## src/rtl/mem_ctrl.sv

```systemverilog
// Byte-wide single-port RAM controller shared by instruction fetch and MEM stage.
// Sequences 1/2/4-byte accesses as consecutive byte transfers, little-endian.
module mem_ctrl #(
  parameter int ADDR_WIDTH = 32
) (
  input  logic                  clk,
  input  logic                  rst,
  input  logic                  if_req,
  input  logic [ADDR_WIDTH-1:0] if_addr,
  output logic [31:0]           if_data,
  output logic                  if_done,
  input  logic                  mem_req,
  input  logic                  mem_we,
  input  logic [ADDR_WIDTH-1:0] mem_addr,
  input  logic [1:0]            mem_len,
  input  logic [31:0]           mem_wdata,
  output logic [31:0]           mem_rdata,
  output logic                  mem_done,
  output logic [ADDR_WIDTH-1:0] ram_addr,
  output logic                  ram_wr,
  output logic [7:0]            ram_dout,
  input  logic [7:0]            ram_din,
  output logic                  busy
);

  typedef enum logic [1:0] {IDLE, RD, WR} state_t;

  state_t                state, state_nx;
  logic [ADDR_WIDTH-1:0] addr_q, addr_nx;
  logic [2:0]            n_q, cnt, cnt_inc, len_n;
  logic                  port_if;
  logic [31:0]           wdata_q, buf_q, merged;
  logic [7:0]            wbyte;
  logic                  grant_mem, grant_if;

  // A request seen during a done cycle is held off until the following IDLE cycle.
  always_comb begin
    grant_mem = (state == IDLE) && !if_done && !mem_done && mem_req;
    grant_if  = (state == IDLE) && !if_done && !mem_done && !mem_req && if_req;
    cnt_inc   = cnt + 3'd1;
    addr_nx   = addr_q + ADDR_WIDTH'(cnt_inc);
    case (mem_len)
      2'b00:   len_n = 3'd1;
      2'b01:   len_n = 3'd2;
      default: len_n = 3'd4;
    endcase
  end

  always_comb begin
    state_nx = state;
    case (state)
      IDLE: begin
        if (grant_mem)     state_nx = mem_we ? WR : RD;
        else if (grant_if) state_nx = RD;
      end
      RD:      if (cnt == n_q) state_nx = IDLE;
      WR:      if (cnt == n_q - 3'd1) state_nx = IDLE;
      default: state_nx = IDLE;
    endcase
  end

  // Byte cnt-1 arrives on ram_din while cnt counts edges since the accept edge.
  always_comb begin
    merged = buf_q;
    case (cnt)
      3'd1:    merged[7:0]   = ram_din;
      3'd2:    merged[15:8]  = ram_din;
      3'd3:    merged[23:16] = ram_din;
      3'd4:    merged[31:24] = ram_din;
      default: ;
    endcase
    case (cnt)
      3'd0:    wbyte = wdata_q[15:8];
      3'd1:    wbyte = wdata_q[23:16];
      3'd2:    wbyte = wdata_q[31:24];
      default: wbyte = '0;
    endcase
  end

  always_ff @(posedge clk or negedge rst) begin
    if (!rst) state <= IDLE;
    else      state <= state_nx;
  end

  assign busy = (state != IDLE);

  always_ff @(posedge clk or negedge rst) begin
    if (!rst) begin
      if_data   <= '0;
      mem_rdata <= '0;
      if_done   <= 1'b0;
      mem_done  <= 1'b0;
      ram_addr  <= '0;
      ram_wr    <= 1'b0;
      ram_dout  <= '0;
      addr_q    <= '0;
      n_q       <= '0;
      cnt       <= '0;
      port_if   <= 1'b0;
      wdata_q   <= '0;
      buf_q     <= '0;
    end else begin
      if_done  <= 1'b0;
      mem_done <= 1'b0;
      case (state)
        IDLE: begin
          if (grant_mem || grant_if) begin
            cnt      <= '0;
            buf_q    <= '0;
            port_if  <= grant_if;
            addr_q   <= grant_mem ? mem_addr : if_addr;
            ram_addr <= grant_mem ? mem_addr : if_addr;
            n_q      <= grant_mem ? len_n : 3'd4;
            wdata_q  <= mem_wdata;
            ram_wr   <= grant_mem && mem_we;
            ram_dout <= (grant_mem && mem_we) ? mem_wdata[7:0] : 8'h00;
          end
        end
        RD: begin
          cnt   <= cnt_inc;
          buf_q <= merged;
          if (cnt_inc < n_q) ram_addr <= addr_nx;
          if (cnt == n_q) begin
            ram_addr <= '0;
            if (port_if) begin
              if_data <= merged;
              if_done <= 1'b1;
            end else begin
              mem_rdata <= merged;
              mem_done  <= 1'b1;
            end
          end
        end
        WR: begin
          cnt <= cnt_inc;
          if (cnt == n_q - 3'd1) begin
            ram_wr   <= 1'b0;
            ram_addr <= '0;
            ram_dout <= '0;
            mem_done <= 1'b1;
          end else begin
            ram_addr <= addr_nx;
            ram_dout <= wbyte;
          end
        end
        default: ;
      endcase
    end
  end

endmodule

```

## config.mk

```make
export PLATFORM = sky130hd
export DESIGN_NAME = mem_ctrl
export DESIGN_NICKNAME = d
export VERILOG_FILES = /design/src/rtl/mem_ctrl.sv
export SDC_FILE = /design/constraint.sdc
export NUM_CORES = 1
export LEC_CHECK = 0
export CAP_MARGIN = 5
export CORE_AREA = 2 2 162 164
export DETAILED_ROUTE_END_ITERATION = 10
export DIE_AREA = 0 0 164 166
export SETUP_SLACK_MARGIN = 0.4
export SLEW_MARGIN = 20
export SYNTH_ARGS = -nofsm -noshare
export SYNTH_HDL_FRONTEND = slang
export SYNTH_SLANG_ARGS = --single-unit
```

## constraint.sdc

```tcl
create_clock -name clk -period 5.25 [get_ports clk]
set_input_delay 1.05 -clock clk [delete_from_list [all_inputs] [get_ports clk]]
set_output_delay 1.05 -clock clk [all_outputs]
set_load 0.02 [all_outputs]
```

==> results of run 1 <==
-- layout make-up --
cell class                 instances  area share (%)
clock inverter                     8           0.756
multi-input combinational        721            34.4
tap                              335            3.17
sequential                       204            38.6
timing repair buffer             229            17.4
inverter                          22           0.624
clock buffer                      33            5.08
-- path summary, 6_finish.rpt --
path	endpoint	slack, ps	depth (start not counted)
min in group clk	wdata_q[17]	470	2
worst max-delay path	ram_addr[12]	1960	7
worst min-delay path	mem_rdata[4]	440	1
max in group asynchronous	addr_q[1]	4060	2
worst max register to register	ram_addr[12]	1960	7
worst min register to register	wdata_q[17]	470	2
-- Yosys cell counts, drive strengths merged (4+ instances only) --
library cell / number / area (um^2)
a21o: 8 / 60.1
a21oi: 38 / 198
a22o: 64 / 561
a22oi: 8 / 60.1
a2bb2oi: 10 / 87.6
a31oi: 5 / 31.3
and2: 4 / 25.0
and4: 9 / 78.8
buf: 16 / 85.1
clkbuf: 57 / 214
dfrtp: 204 / 5100
ha: 16 / 200
inv: 22 / 82.6
mux2: 13 / 146
mux2i: 56 / 561
nand2: 191 / 717
nand3: 9 / 45.0
nand4: 11 / 68.8
nor2: 24 / 106
nor2b: 13 / 81.3
nor3: 20 / 100
nor4: 7 / 50.1
o211ai: 5 / 37.5
o21a: 4 / 30.0
o21ai: 130 / 658
o22ai: 18 / 113
o31a: 6 / 52.6
xnor2: 7 / 61.3
xor2: 14 / 123
-- state kept, by name, summed over array words and instances (netlist names) --
register,flops
if_done,1
buf_q,32
mem_rdata,32
ram_addr,32
wdata_q,24
cnt,3
n_q,3
addr_q,32
ram_wr,1
mem_done,1
ram_dout,8
state,2
port_if,1
if_data,32
-- kinds of logic after synthesis --
group	after synthesis
fa+ha+maj	17
xor+xnor	22
simple gates	304
compound gates	309
buf+inv	95
flops	204
mux	69
-- report_power, final --
group / internal [W] / switching [W] / total (W) / leakage (nW)
logic: 0.00189 / 0.00237 / 0.00426 / 2.85
clock network: 0.000990 / 0.000651 / 0.00164 / 0.381
registers: 0.00232 / 0.000534 / 0.00285 / 2.57
-- per-stage QoR --
stage                     util (%)  power (W)  cell area [um^2]  cells  hold WS, ps
after global placement        48.6    0.00710             12400   1510          459
after detailed placement      48.6    0.00717             12400   1510          464
after floorplan                  -    0.00554             10000   1020          446
after global routing          51.7    0.00939             13200   1552          442
final                         51.7    0.00875             13200   1552          441
after CTS                     51.6    0.00885             13200   1551          479
-- layer usage --
layer,wire length [um],vias up,part of all wire [%]
li1,-,4006,-
met5,0,-,0
met3,1320,29,4.9
met2,12800,204,47
met4,411,0,1.5
met1,12500,3954,46
==> flow_summary.toml, run 1 <==
[outcome]
status = "completed"

[setup_path]
crit_type = "flip-flop to flip-flop"
start_kind = "flip-flop"
crit_family = "simple AND/OR/NAND/NOR gates"
cp_max_fo = 26
required_ps = 5640
critPathMaxStageDelay_ps = 600
cp_data_arrival_time_ps = 3680
cp-end-kind = "flip-flop"
r2r_start = "state[1]"
slowest_stage = "nor2_8"
cp_cell_sequence = "inv_1, ha_1, or3b_1, o21ai_2, nand2b_1, nor2_8, mux2_2"
critPathLaunch = "state[1]"
cp_num_buf_inv = 1

[yosys]
synthMuxAreaShare_pct = 7.07
async_reset_ff_share_pct = 100
post_synth.cell_area_avg_um2 = 9.81
syn_nets = 1148
synth_edf_count = 0
ys_ff_latch = 204
synthSimpleGateAreaFrac_pct = 13.8
ys_types = 56
synth_top_family_by_area = "compound AO/OA/AOI/OAI gates"
synth-xor-area-share_pct = 2.08
syn-cell-area_mm2 = 0.0100
ys.flop_type = "dfrtp_1"
synth_compound_area_share_pct = 20.0
synth_fa_ha_area_share_pct = 2.20
synth-seq-area-share_pct = 51.0
synthCells = 1020
synth_warnings = 0

[clock_network]
cts_hold_buf = 0
cts_root_buffer = "clkbuf_16"
cts_tree = "yes"
post_cts_buffers = 0
clk_path_buf_depth = 3
post_cts_resized = 0
cts.clk_slew.worst_paths_ps = 60
numCtsBuffers = 23
clock-sinks = 204
htree_levels = 1
clkLatencyLatePin_ps = 510

[pwr]
leakagePower_nw = 5.80
pwr_density_cell_mw_per_mm2 = 661
max-vdd-ir-drop_uv = 312

[cells_and_area]
nNetsFinal = 1329
antennaDiodeCount = 0
layout_common_cells = "clkdlybuf4s50_1, dfrtp_1, nand2_1"
syn2layout_area_growth_pct = 32.4
regArea_mm2 = 0.00510
multi_input_area_mm2 = 0.00456
layout_commonest_cell = "clkdlybuf4s50_1"
final.fill_count = 2405
drive_gt1_share_pct = 6.33

[grt]
met3_usage_pct = 3.10
grt_max_degree = 123
grt_pass1_wl_um = 43800
grt_pass1_vias = 8143
antenna_found_initial = 0
use_met1_pct = 27.8
grt_use_met2_pct = 32.6
grt_overflow_total = 0
grt.total_usage_pct = 19.8
grt_busiest_layer = "met2"

[placement]
place_congestion = 0.799
portBuffers = 218
dpl.hpwl_um = 18500
dp_slack_ps = 1510

[drt]
via_count = 8193
wl_um = 27100
via_per_inst = 5.28
drc = 0
antenna_left = 0
wire_per_inst_um = 17.4
drt_first_pass_iters = 5
drt_iter0_drc = 542

[die]
start_util_pct = 39.1
fp.coreArea_mm2 = 0.0256
die_w_um = 164
io_pins = 219
die_h_um = 166
dieArea_mm2 = 0.0272
row_count = 59

[run]
drv_cap = 0

[sta]
rsz0062_at_grt = "false"
worstMarginPinSlew_ps = 1080
worst_slack_ps = 1960
hold_viol = 0
timing.final.crit_share_pct = 62.7
tns_ps = 0
finClkSkew_ps = 18.1
final-setup-viol-count = 0
relSlewSlack_pct = 27.7
slew_violations = 0
fmax_mhz = 304
fin_crit_ps = 3290

[worst_hold_path]
min_path_type = "input pin to asynchronous set/reset pin"
(Power assumes the default switching activity.)
==> run 2: changes to the inputs <==
==> constraint.sdc (replaced) <==
create_clock -name clk -period 3.3 [get_ports clk]
set_input_delay 0.66 -clock clk [delete_from_list [all_inputs] [get_ports clk]]
set_output_delay 0.66 -clock clk [all_outputs]
set_load 0.02 [all_outputs]
==> flow_summary.toml, run 2 (synthesized netlist as in run 1, its figures left out) <==
[outcome]
status = "completed"

[grt]
grt_max_degree = 98
grt_overflow_total = 0
grt_pass1_vias = 8172
grt_pass1_wl_um = 44700
antenna_found_initial = 1
grt.total_usage_pct = 20.3

[setup_path]
start_kind = "flip-flop"
crit_type = "flip-flop to flip-flop"
cp_max_fo = 7
r2r_start = "cnt[1]"
reg2regPathDepth = 9
cp-end-kind = "flip-flop"
critPathLaunch = "cnt[1]"
required_ps = 3700
cp_data_arrival_time_ps = 3140

[sta]
final-setup-viol-count = 0
hold_viol = 0
rsz0062_at_grt = "true"
tns_ps = 0
fin_crit_ps = 2740
timing.final.crit_share_pct = 83.1
fmax_mhz = 365
relSlewSlack_pct = 39.3
finClkSkew_ps = 6.81
slew_violations = 0
worstMarginPinSlew_ps = 903

[clock_network]
htree_levels = 1
post_cts_resized = 0
cts_root_buffer = "clkbuf_16"
cts_hold_buf = 0
clock-sinks = 204
cts.clk_slew.worst_paths_ps = 60
post_cts_buffers = 0
clk_path_buf_depth = 3
numCtsBuffers = 23
clkLatencyLatePin_ps = 510
cts_tree = "yes"

[drt]
antenna_left = 0
drc = 0
via_count = 8275
via_per_inst = 5.28
drt_first_pass_iters = 5
drt_iter0_drc = 463
wire_per_inst_um = 17.6
wl_um = 27600

[cells_and_area]
nNetsFinal = 1344
final_cell_area_mm2 = 0.0133
final.fill_count = 2355
multi_input_area_mm2 = 0.00459
layout_common_cells = "clkdlybuf4s50_1, dfrtp_1, nand2_1"
final_util_pct = 52.1
syn2layout_area_growth_pct = 33.4
regArea_mm2 = 0.00510
drive_gt1_share_pct = 7.71
antennaDiodeCount = 0
layout_commonest_cell = "clkdlybuf4s50_1"

[worst_hold_path]
min_path_type = "input pin to asynchronous set/reset pin"

[pwr]
swShare_pct = 40.7
pwr-share-seq_pct = 32.4
power.net_switching_w = 0.00570
internal-power_w = 0.00831
combPwrFrac_pct = 49.7
total_power_w = 0.0140
pwr_density_cell_mw_per_mm2 = 1050
max-vdd-ir-drop_uv = 520
pwr-share-clk_pct = 17.9
leakagePower_nw = 5.86

[run]
drv_cap = 0

[die]
row_count = 59
die_h_um = 166
die_w_um = 164
fp.coreArea_mm2 = 0.0256
start_util_pct = 39.1
dieArea_mm2 = 0.0272
io_pins = 219

[placement]
placed_area_mm2 = 0.0126
portBuffers = 218
dpl.hpwl_um = 19300
place_congestion = 0.835
run 2: worst paths after layout:
check                      slack (ps)     endpoint
setup / recovery                  560  ram_addr[7]
hold / removal                    230   if_data[3]
max in group asynchronous        2220  if_data[23]
setup reg to reg                  560  ram_addr[7]
hold reg to reg                   470  wdata_q[27]
min in group clk                  470  wdata_q[27]
run 2: final cells by class:
| cell class | count | area share, % |
|---|---|---|
| multi-input cells | 722 | 34.4 |
| well taps | 335 | 3.14 |
| flip-flops and latches | 204 | 38.3 |
| inverters | 22 | 0.619 |
| repair buffers | 243 | 18.1 |
| clock inverters | 7 | 0.478 |
| clock buffers | 34 | 5.07 |
run 2: stage by stage:
step / hold slack, ps / worst slack, ps / cells
floorplan: 364 / 745 / 1020
global placement: 459 / 509 / 1525
detailed placement: 463 / 439 / 1525
CTS: 281 / 408 / 1566
global route: 304 / 360 / 1567
finish: 229 / 557 / 1567
run 2: power by group through the flow:
stage	logic, W	clock network [W]	registers, W
after floorplan	0.00373	0	0.00509
after global placement	0.00688	0	0.00458
after detailed placement	0.00698	0	0.00458
after CTS	0.00701	0.00256	0.00456
after global routing	0.00768	0.00267	0.00471
final	0.00696	0.00250	0.00454
run 2: metal layers:
metal  part of all wire (%)  GRT usage, %
met2                     47          33.2
met4                    2.1          5.00
met5                      0             0
met3                    5.8          3.47
met1                     45          28.2
run 2: worst max-delay path, cell delays in order, from the launching register on:
cell and delay, ps:
dfrtp_1 450, ha_1 210, ha_1 290, inv_1 70
ha_1 380, nand3_1 250, a21oi_1 410, xnor2_1 190
o22ai_1 90, mux2_2 280
